`src/rtl/sha256_padder_if.sv`:
```
// Message word stream in, padded 512-bit blocks out to sha256_engine.
interface sha256_padder_if;
  logic [31:0]  din_i;
  logic         din_valid_i;
  logic         din_last_i;
  logic [2:0]   din_bytes_i;
  logic         din_ready_o;
  logic         eng_ready_i;
  logic         eng_start_o;
  logic [511:0] eng_vec_o;
  logic         eng_last_o;
  logic         busy_o;

  modport slave (
    input  din_i, din_valid_i, din_last_i, din_bytes_i, eng_ready_i,
    output din_ready_o, eng_start_o, eng_vec_o, eng_last_o, busy_o
  );

  modport master (
    output din_i, din_valid_i, din_last_i, din_bytes_i, eng_ready_i,
    input  din_ready_o, eng_start_o, eng_vec_o, eng_last_o, busy_o
  );
endinterface

```
`src/rtl/sha256_padder.sv`:
```
// SHA-256 message padder: packs 32-bit words into 512-bit blocks with 0x80 / zero / length padding.
// Optional SHA256_PAD_BYTESWAP_EN: input words are little-endian (first byte in [7:0]).
// state | meaning: FILL accept payload | PAD0 place 0x80000000 | PADZ zero/length fill
//       | ISSUE start pulse | WAIT_LO engine took block | WAIT_HI engine done
module sha256_padder #(
  parameter int LEN_W = 64
) (
  input  logic          clk_100mhz,
  input  logic          rst_i,
  sha256_padder_if.slave bus
);

  typedef enum logic [2:0] {
    S_FILL, S_PAD0, S_PADZ, S_ISSUE, S_WAIT_LO, S_WAIT_HI
  } state_t;

  typedef enum logic [1:0] {
    A_FILL, A_PAD0, A_PADZ, A_DONE
  } after_t;

  state_t             r_state;
  state_t             w_state_nxt;
  after_t             r_after;
  logic [4:0]         r_idx;
  logic [LEN_W-1:0]   r_bitlen;
  logic [31:0]        r_words [16];
  logic               r_last;
  logic               r_busy;
  logic               r_din_ready;
  logic               r_len_here;
  logic               w_start;
  logic               w_accept;
  logic [31:0]        w_word;
  logic [2:0]         w_bytes_sat;
  logic [4:0]         w_shift;
  logic [31:0]        w_pad_word;
  logic [31:0]        w_store;
  logic [5:0]         w_add;
  logic [63:0]        w_len64;
  logic [511:0]       w_vec;

`ifdef SHA256_PAD_BYTESWAP_EN
  assign w_word = {bus.din_i[7:0], bus.din_i[15:8], bus.din_i[23:16], bus.din_i[31:24]};
`else
  assign w_word = bus.din_i;
`endif

  assign w_accept    = bus.din_valid_i & r_din_ready;
  assign w_bytes_sat = (bus.din_bytes_i > 3'd4) ? 3'd4 : bus.din_bytes_i;
  assign w_shift     = {w_bytes_sat[1:0], 3'b000};
  assign w_pad_word  = (w_word & ~(32'hFFFF_FFFF >> w_shift)) | (32'h8000_0000 >> w_shift);
  assign w_store     = (bus.din_last_i && (w_bytes_sat != 3'd4)) ? w_pad_word : w_word;
  assign w_add       = bus.din_last_i ? {w_bytes_sat, 3'b000} : 6'd32;
  assign w_len64     = 64'(r_bitlen);

  always_comb begin
    w_vec = '0;
    for (int n = 0; n < 16; n++) begin
      w_vec[(15-n)*32 +: 32] = r_words[n];
    end
  end

  assign bus.eng_vec_o   = w_vec;
  assign bus.eng_last_o  = r_last;
  assign bus.busy_o      = r_busy;
  assign bus.din_ready_o = r_din_ready;
  assign bus.eng_start_o = w_start;

  always_ff @(posedge clk_100mhz or posedge rst_i) begin
    if (rst_i) r_state <= S_FILL;
    else       r_state <= w_state_nxt;
  end

  always_comb begin
    w_state_nxt = r_state;
    w_start     = 1'b0;
    case (r_state)
      S_FILL: begin
        if (w_accept) begin
          if (!bus.din_last_i)
            w_state_nxt = (r_idx[3:0] == 4'd15) ? S_ISSUE : S_FILL;
          else if (w_bytes_sat != 3'd4)
            w_state_nxt = S_PADZ;
          else
            w_state_nxt = (r_idx[3:0] == 4'd15) ? S_ISSUE : S_PAD0;
        end
      end
      S_PAD0: w_state_nxt = S_PADZ;
      S_PADZ: begin
        if (r_idx[4] || (r_idx[3:0] == 4'd15)) w_state_nxt = S_ISSUE;
      end
      S_ISSUE: begin
        if (bus.eng_ready_i) begin
          w_start     = 1'b1;
          w_state_nxt = S_WAIT_LO;
        end
      end
      S_WAIT_LO: begin
        if (!bus.eng_ready_i) w_state_nxt = S_WAIT_HI;
      end
      S_WAIT_HI: begin
        if (bus.eng_ready_i) begin
          case (r_after)
            A_PAD0:  w_state_nxt = S_PAD0;
            A_PADZ:  w_state_nxt = S_PADZ;
            default: w_state_nxt = S_FILL;
          endcase
        end
      end
      default: w_state_nxt = S_FILL;
    endcase
  end

  // r_len_here: the length words fit in the block currently being padded
  always_ff @(posedge clk_100mhz or posedge rst_i) begin
    if (rst_i) begin
      r_after     <= A_DONE;
      r_idx       <= '0;
      r_bitlen    <= '0;
      r_last      <= 1'b0;
      r_busy      <= 1'b0;
      r_din_ready <= 1'b0;
      r_len_here  <= 1'b0;
      for (int n = 0; n < 16; n++) r_words[n] <= '0;
    end else begin
      r_din_ready <= (w_state_nxt == S_FILL);
      case (r_state)
        S_FILL: begin
          if (w_accept) begin
            r_busy               <= 1'b1;
            r_bitlen             <= r_bitlen + LEN_W'(w_add);
            r_words[r_idx[3:0]]  <= w_store;
            r_idx                <= r_idx + 5'd1;
            if (!bus.din_last_i) begin
              if (r_idx[3:0] == 4'd15) r_after <= A_FILL;
            end else if (w_bytes_sat != 3'd4) begin
              r_len_here <= (r_idx < 5'd14);
            end else if (r_idx[3:0] == 4'd15) begin
              r_after <= A_PAD0;
            end
          end
        end
        S_PAD0: begin
          r_words[r_idx[3:0]] <= 32'h8000_0000;
          r_idx               <= r_idx + 5'd1;
          r_len_here          <= (r_idx < 5'd14);
        end
        S_PADZ: begin
          if (!r_idx[4]) begin
            if (r_len_here && (r_idx[3:0] == 4'd14))
              r_words[r_idx[3:0]] <= w_len64[63:32];
            else if (r_len_here && (r_idx[3:0] == 4'd15))
              r_words[r_idx[3:0]] <= w_len64[31:0];
            else
              r_words[r_idx[3:0]] <= 32'h0;
            r_idx <= r_idx + 5'd1;
          end
          if (r_idx[4] || (r_idx[3:0] == 4'd15)) begin
            r_last  <= r_len_here;
            r_after <= r_len_here ? A_DONE : A_PADZ;
          end
        end
        S_WAIT_HI: begin
          if (bus.eng_ready_i) begin
            r_idx <= '0;
            case (r_after)
              A_PADZ: r_len_here <= 1'b1;
              A_DONE: begin
                r_bitlen <= '0;
                r_last   <= 1'b0;
                r_busy   <= 1'b0;
              end
              default: ;
            endcase
          end
        end
        default: ;
      endcase
    end
  end

endmodule

```
`src/flat_wrapper.sv`:
```
// flat-port wrapper written by rule: the top's interface ports become plain ports
module sha256_padder_flat 
#(
  parameter int LEN_W = 64
)
  (clk_100mhz, rst_i, bus_din_i, bus_din_valid_i, bus_din_last_i, bus_din_bytes_i, bus_eng_ready_i, bus_din_ready_o, bus_eng_start_o, bus_eng_vec_o, bus_eng_last_o, bus_busy_o);
  sha256_padder_if bus_i ();
  input  logic clk_100mhz;
  input  logic rst_i;
  input wire logic [$bits(bus_i.din_i)-1:0] bus_din_i;
  input wire logic [$bits(bus_i.din_valid_i)-1:0] bus_din_valid_i;
  input wire logic [$bits(bus_i.din_last_i)-1:0] bus_din_last_i;
  input wire logic [$bits(bus_i.din_bytes_i)-1:0] bus_din_bytes_i;
  input wire logic [$bits(bus_i.eng_ready_i)-1:0] bus_eng_ready_i;
  output wire logic [$bits(bus_i.din_ready_o)-1:0] bus_din_ready_o;
  output wire logic [$bits(bus_i.eng_start_o)-1:0] bus_eng_start_o;
  output wire logic [$bits(bus_i.eng_vec_o)-1:0] bus_eng_vec_o;
  output wire logic [$bits(bus_i.eng_last_o)-1:0] bus_eng_last_o;
  output wire logic [$bits(bus_i.busy_o)-1:0] bus_busy_o;
  assign bus_i.din_i = bus_din_i;
  assign bus_i.din_valid_i = bus_din_valid_i;
  assign bus_i.din_last_i = bus_din_last_i;
  assign bus_i.din_bytes_i = bus_din_bytes_i;
  assign bus_i.eng_ready_i = bus_eng_ready_i;
  assign bus_din_ready_o = bus_i.din_ready_o;
  assign bus_eng_start_o = bus_i.eng_start_o;
  assign bus_eng_vec_o = bus_i.eng_vec_o;
  assign bus_eng_last_o = bus_i.eng_last_o;
  assign bus_busy_o = bus_i.busy_o;
  sha256_padder #(.LEN_W(LEN_W)) u_core (.clk_100mhz(clk_100mhz), .rst_i(rst_i), .bus(bus_i));
endmodule
```
`config.mk`:
```
export PLATFORM = sky130hd
export DESIGN_NAME = sha256_padder_flat
export DESIGN_NICKNAME = d
export VERILOG_FILES = /design/src/rtl/sha256_padder_if.sv /design/src/rtl/sha256_padder.sv /design/src/flat_wrapper.sv
export SDC_FILE = /design/constraint.sdc
export NUM_CORES = 1
export LEC_CHECK = 0
export ABC_CLOCK_PERIOD_IN_PS = 20400
export BUFFER_PORTS_ARGS = -buffer_cell sky130_fd_sc_hd__buf_4
export CAP_MARGIN = 20
export CORE_ASPECT_RATIO = 0.8
export CORE_MARGIN = 1.5
export CORE_UTILIZATION = 37
export CTS_CLUSTER_DIAMETER = 50
export DETAILED_ROUTE_END_ITERATION = 10
export GPL_ROUTABILITY_DRIVEN = 0
export PLACE_DENSITY = 0.6
export SLEW_MARGIN = 10
export SYNTH_ARGS = -nofsm -noshare
export SYNTH_HDL_FRONTEND = slang
export SYNTH_SLANG_ARGS = --single-unit
```
`constraint.sdc`:
```
create_clock -name clk_100mhz -period 20.4 [get_ports clk_100mhz]
set_clock_uncertainty 0.15 [all_clocks]
set_input_delay 4.08 -clock clk_100mhz [delete_from_list [all_inputs] [get_ports clk_100mhz]]
set_output_delay 4.08 -clock clk_100mhz [all_outputs]
set_load 0.02 [all_outputs]
```
Yosys cells after proc, flatten, opt, wreduce, memory -nomap -nowiden
Cells that the tools add are included.
{"block": "totals", "output_inout_bits": 516, "wordCells": 139, "reg_bits": 590, "in_bits": 40}
{"block": "op_classes", "magnitude_cmp": 4, "addsub": 2, "eq_ne": 22, "mux": 54, "n_bitwise": 10, "reduce_logical": 20, "shift": 2}
{"op": "512-bit 2-to-1 mux", "count": 4}
{"op": "512-bit bitwise mux", "count": 3}
{"op": "512-bit case mux with 3 select lines", "count": 1}
{"op": "512-bit bitwise AND", "count": 1}
{"op": "512-bit inverter", "count": 1}
{"op": "496-bit bitwise AND", "count": 1}
{"op": "496-bit inverter", "count": 1}
{"op": "64-bit 2-to-1 mux", "count": 3}
{"op": "32-bit demux with 4-bit select", "count": 1}
{"op": "64-bit case mux with 2 select lines", "count": 1}
{"op": "64-bit by 6-bit adder with 64-bit output", "count": 1}
{"op": "32-bit 2-to-1 mux", "count": 2}
{"op": "32-bit by 5-bit right shift with 32-bit output (first input constant)", "count": 2}
{"op": "32-bit bitwise AND", "count": 1}
{"op": "32-bit inverter", "count": 1}
{"op": "32-bit bitwise OR", "count": 1}
{"op": "3-bit 2-to-1 mux", "count": 8}
{"op": "5-bit case mux with 4 select lines", "count": 1}
{"op": "3-bit case mux with 6 select lines", "count": 1}
{"op": "2-bit 2-to-1 mux", "count": 8}
{"op": "16-bit bitwise OR", "count": 1}
{"op": "5-bit 2-to-1 mux", "count": 3}
{"op": "1-bit 2-to-1 mux", "count": 12}
{"op": "4-bit AND reduction", "count": 3}
{"op": "30 further kinds", "count": 52}

Longest topological paths before layout
{"block": "logic_depth", "word_depth": 11, "depth_mapped": 11, "mapped_depth_nobuf": 9}

Least setup slack after synthesis
OpenSTA, ideal clock, no wires.
{"block": "synth_path", "kind": "in2out", "from": "input bus_eng_ready_i", "to": "output bus_eng_start_o", "path_slack_ns": 11.727, "cell_stages": 2, "required_time_ns": 16.170, "arrival_time_ns": 4.443, "n_path_buf": 0, "cell_sequence": "nand2_1 -> nor2_1"}
{"block": "synth_via", "elab_chain_len": 2}
{"element": "start: declaration", "line_no": "flat_wrapper.sv:14", "rtl": "input wire logic [$bits(bus_i.eng_ready_i)-1:0] bus_eng_ready_i;"}
{"element": "1-bit 2-to-1 mux", "line_no": "sha256_padder.sv:93", "rtl": "if (bus.eng_ready_i) begin"}
{"element": "1-bit 2-to-1 mux", "line_no": "sha256_padder.sv:77", "rtl": "case (r_state)"}
{"element": "end: declaration", "line_no": "flat_wrapper.sv:16", "rtl": "output wire logic [$bits(bus_i.eng_start_o)-1:0] bus_eng_start_o;"}
Every way passes these cells.

Worst setup path in the final report
Same ends and word-level chain as after synthesis.

==> out/metrics.cfg <==
[layout]
area_delta_synth_final_pct = 29.24
finalInstanceArea_um2 = 31640
nets = 2981
multiInputGateArea_um2 = 8899
final_layout_size_suffix_gt1_share_pct = 25.49
nFillCells = 6169
stdcell_count = 3846
regArea_um2 = 14690

[placed_design]
pre_cts_ws_ns = 11.58
post_dp_cell_area_um2 = 29250
placedCellCount = 3717
io_buffers = 555
dp_hpwl_um = 72010

[cts]
clock_latency_ns = 0.62
cts_hold_buf = 0
clk_path_buf_depth = 3
htree_num_levels = 3
post_cts_buffers = 0
post_cts_resized = 0
root_buffer = clkbuf_16
cts.clk_slew.worst_paths_ns = 0.05
cts_num_sinks = 587
numCtsBuffers = 68
cts_tree = yes

[setup_path]
worstPathArrival_ns = 4.57
start_kind = input pin
cp_data_required_time_ns = 16.17
end_kind = primary output
critical_path_class = in2out
worstPathMaxFanout = 5

[route]
vias = 21465
drtIter0Drc = 2276
vias_per_cell = 5.581
routedWlPerCell_um = 25.54
drc_errors = 0
drtAntennaViolNets = 0
wirelength_um = 98220
drtPass1Iterations = 8

[timing]
slew_violations = 0
rsz0062_at_grt = false
finalWorstSetupSlack_ns = 11.60
setup_viol = 0
timing.fmax_ghz = 0.1136
finalHoldViolations = 0
period_share_pct = 43.14
min_period_ns = 8.800
slew-limit-headroom_pct = 24.10
worstMarginPinSlew_ns = 1.138
finalSetupTns_ns = 0

[floorplan]
ioPinCount = 556
initial_utilization_pct = 37.33
die_h_um = 233.1
fp.dieW_um = 290.6
core_um2 = 65580
rows = 84
die_area_um2 = 67720

[logic_synthesis]
yosys.cell_count.top_type = dfrtp_1
async_flop_share_pct = 100.0
ys.flop_type = dfrtp_1
synth_top_cell_by_area = dfrtp_1
synth_cells = 2461
syn-num-nets = 2511
yosysUniqueCellTypes = 73
ys_ff_latch = 587
synth_top_area_share_pct = 59.80
yosysWarnings = 0
synth_edf_count = 0
seq_area_frac_synth_pct = 60.02
synth_common_cells = dfrtp_1 (585), nand2_1 (501), o21ai_0 (460), clkbuf_1 (154), a21oi_1 (95)
synth_area_um2 = 24480
synth_area_leaders = dfrtp_1 (60%), o21ai_0 (9.4%), nand2_1 (7.7%)
post_synth.cell_area_avg_um2 = 9.947

[global_route]
grt_pass1_wl_um = 140800
grt_max_degree = 76
grt_usage_pct = 28.17
grt-ovfl-total = 0
grt_pass1_vias = 20323
antenna_found_initial = 9

[pwr]
irDropWorstVdd_v = 0.00009886
p_leak_nw = 14.90
pwr_density_cell_nw_per_um2 = 170.6

[outcome]
status = finished clean

[job]
drv_cap = 0

[worst_hold_path]
hold_path_class = reg2reg

## critical path, cell delays in order
cell,delay (ns)
buf_4,0.10
nand2_1,0.08
nor2_1,0.14
buf_4,0.17
## final cells by class
class / count / share of cell area [%]
sequential: 587 / 46.44
multi-input combinational: 1640 / 28.13
timing repair buffer: 593 / 14.22
clock buffer: 96 / 6.126
tap: 860 / 3.401
clock inverter: 25 / 1.159
inverter: 41 / 0.4983
antenna: 4 / 0.03164
## logic make-up (layout without fill, tap and decap cells)
logic type / after synthesis / count (layout) / share of synthesized area (%)
buf+inv: 234 / 755 / 3.874
flops: 587 / 587 / 60.02
other cells: 0 / 4 / 0
mux: 46 / 46 / 1.952
compound gates: 725 / 725 / 17.29
simple gates: 840 / 840 / 15.65
fa+ha+maj: 10 / 10 / 0.5418
xor+xnor: 19 / 19 / 0.6798
## per-stage QoR
stage | total power, mW | hold WS (ns) | util (%)
after floorplan | 2.988 | 0.3281 | -
after global placement | 4.086 | 0.3131 | 44.57
after detailed placement | 4.142 | 0.3212 | 44.59
after CTS | 5.406 | 0.3330 | 48.11
after global routing | 5.653 | 0.3497 | 48.23
final | 5.399 | 0.3284 | 48.24
## per-layer routing
| layer | wire length (µm) | global-route usage (%) | up-vias |
|---|---|---|---|
| li1 | - | - | 9493 |
| met2 | 44450 | 43.31 | 1064 |
| met3 | 9256 | 7.374 | 191 |
| met1 | 40740 | 38.28 | 10717 |
| met4 | 3768 | 10.59 | 0 |
| met5 | 0 | 0 | - |
## worst paths after layout
check,startpoint,end,slack [ns],depth (start not counted)
setup / recovery,bus_eng_ready_i,bus_eng_start_o,11.60,4
hold / removal,u_core.bus.eng_vec_o[490],u_core.bus.eng_vec_o[490],0.33,2
setup reg to reg,u_core.r_state[2],u_core.bus.eng_vec_o[119],16.57,5
hold reg to reg,u_core.bus.eng_vec_o[490],u_core.bus.eng_vec_o[490],0.33,2
max in group asynchronous,rst_i,u_core.bus.eng_vec_o[506],13.46,5
min in group asynchronous,rst_i,u_core.bus.eng_vec_o[267],3.46,2
## state kept, by name (all words and copies together), names as in the netlist
register,count
u_core.bus.busy_o,1
u_core.r_len_here,1
u_core.bus.din_ready_o,1
u_core.r_state,3
u_core.r_idx,5
u_core.r_after,2
u_core.r_bitlen,61
u_core.bus.eng_vec_o,512
u_core.bus.eng_last_o,1
## report_power, final
part / total, mW / switching, mW / internal (mW)
sequential: 1.85 / 0.283 / 1.56
combinational: 2.29 / 1.52 / 0.772
clock: 1.26 / 0.524 / 0.737
total: 5.40 / 2.33 / 3.07
## cells in the final DEF (no fill, tap or decap), types with 6 or more instances in the layout
| cell | synthesis | final |
|---|---|---|
| buf_4 | 7 | 589 |
| dfrtp_1 | 585 | 585 |
| nand2_1 | 501 | 500 |
| o21ai_0 | 460 | 460 |
| a21oi_1 | 95 | 94 |
| nand3_1 | 86 | 81 |
| clkbuf_16 | 0 | 69 |
| nor2_1 | 67 | 67 |
| a22o_1 | 39 | 39 |
| inv_1 | 39 | 38 |
| and3_1 | 34 | 33 |
| mux2i_1 | 32 | 32 |
| a22oi_1 | 28 | 28 |
| and2_1 | 27 | 27 |
| nor3_1 | 22 | 22 |
| o221ai_1 | 21 | 21 |
| o31ai_1 | 19 | 19 |
| nand4_1 | 18 | 18 |
| or4_1 | 17 | 17 |
| clkbuf_1 | 154 | 16 |
| mux2_2 | 14 | 14 |
| or3_1 | 14 | 14 |
| xnor2_1 | 13 | 13 |
| nand2b_1 | 11 | 11 |
| clkbuf_8 | 0 | 11 |
| nand3_2 | 4 | 9 |
| ha_1 | 9 | 9 |
| o22ai_1 | 7 | 7 |
| a21o_1 | 6 | 6 |
| o21ai_1 | 7 | 6 |
| xor2_1 | 6 | 6 |
(Power assumes the default switching activity.)
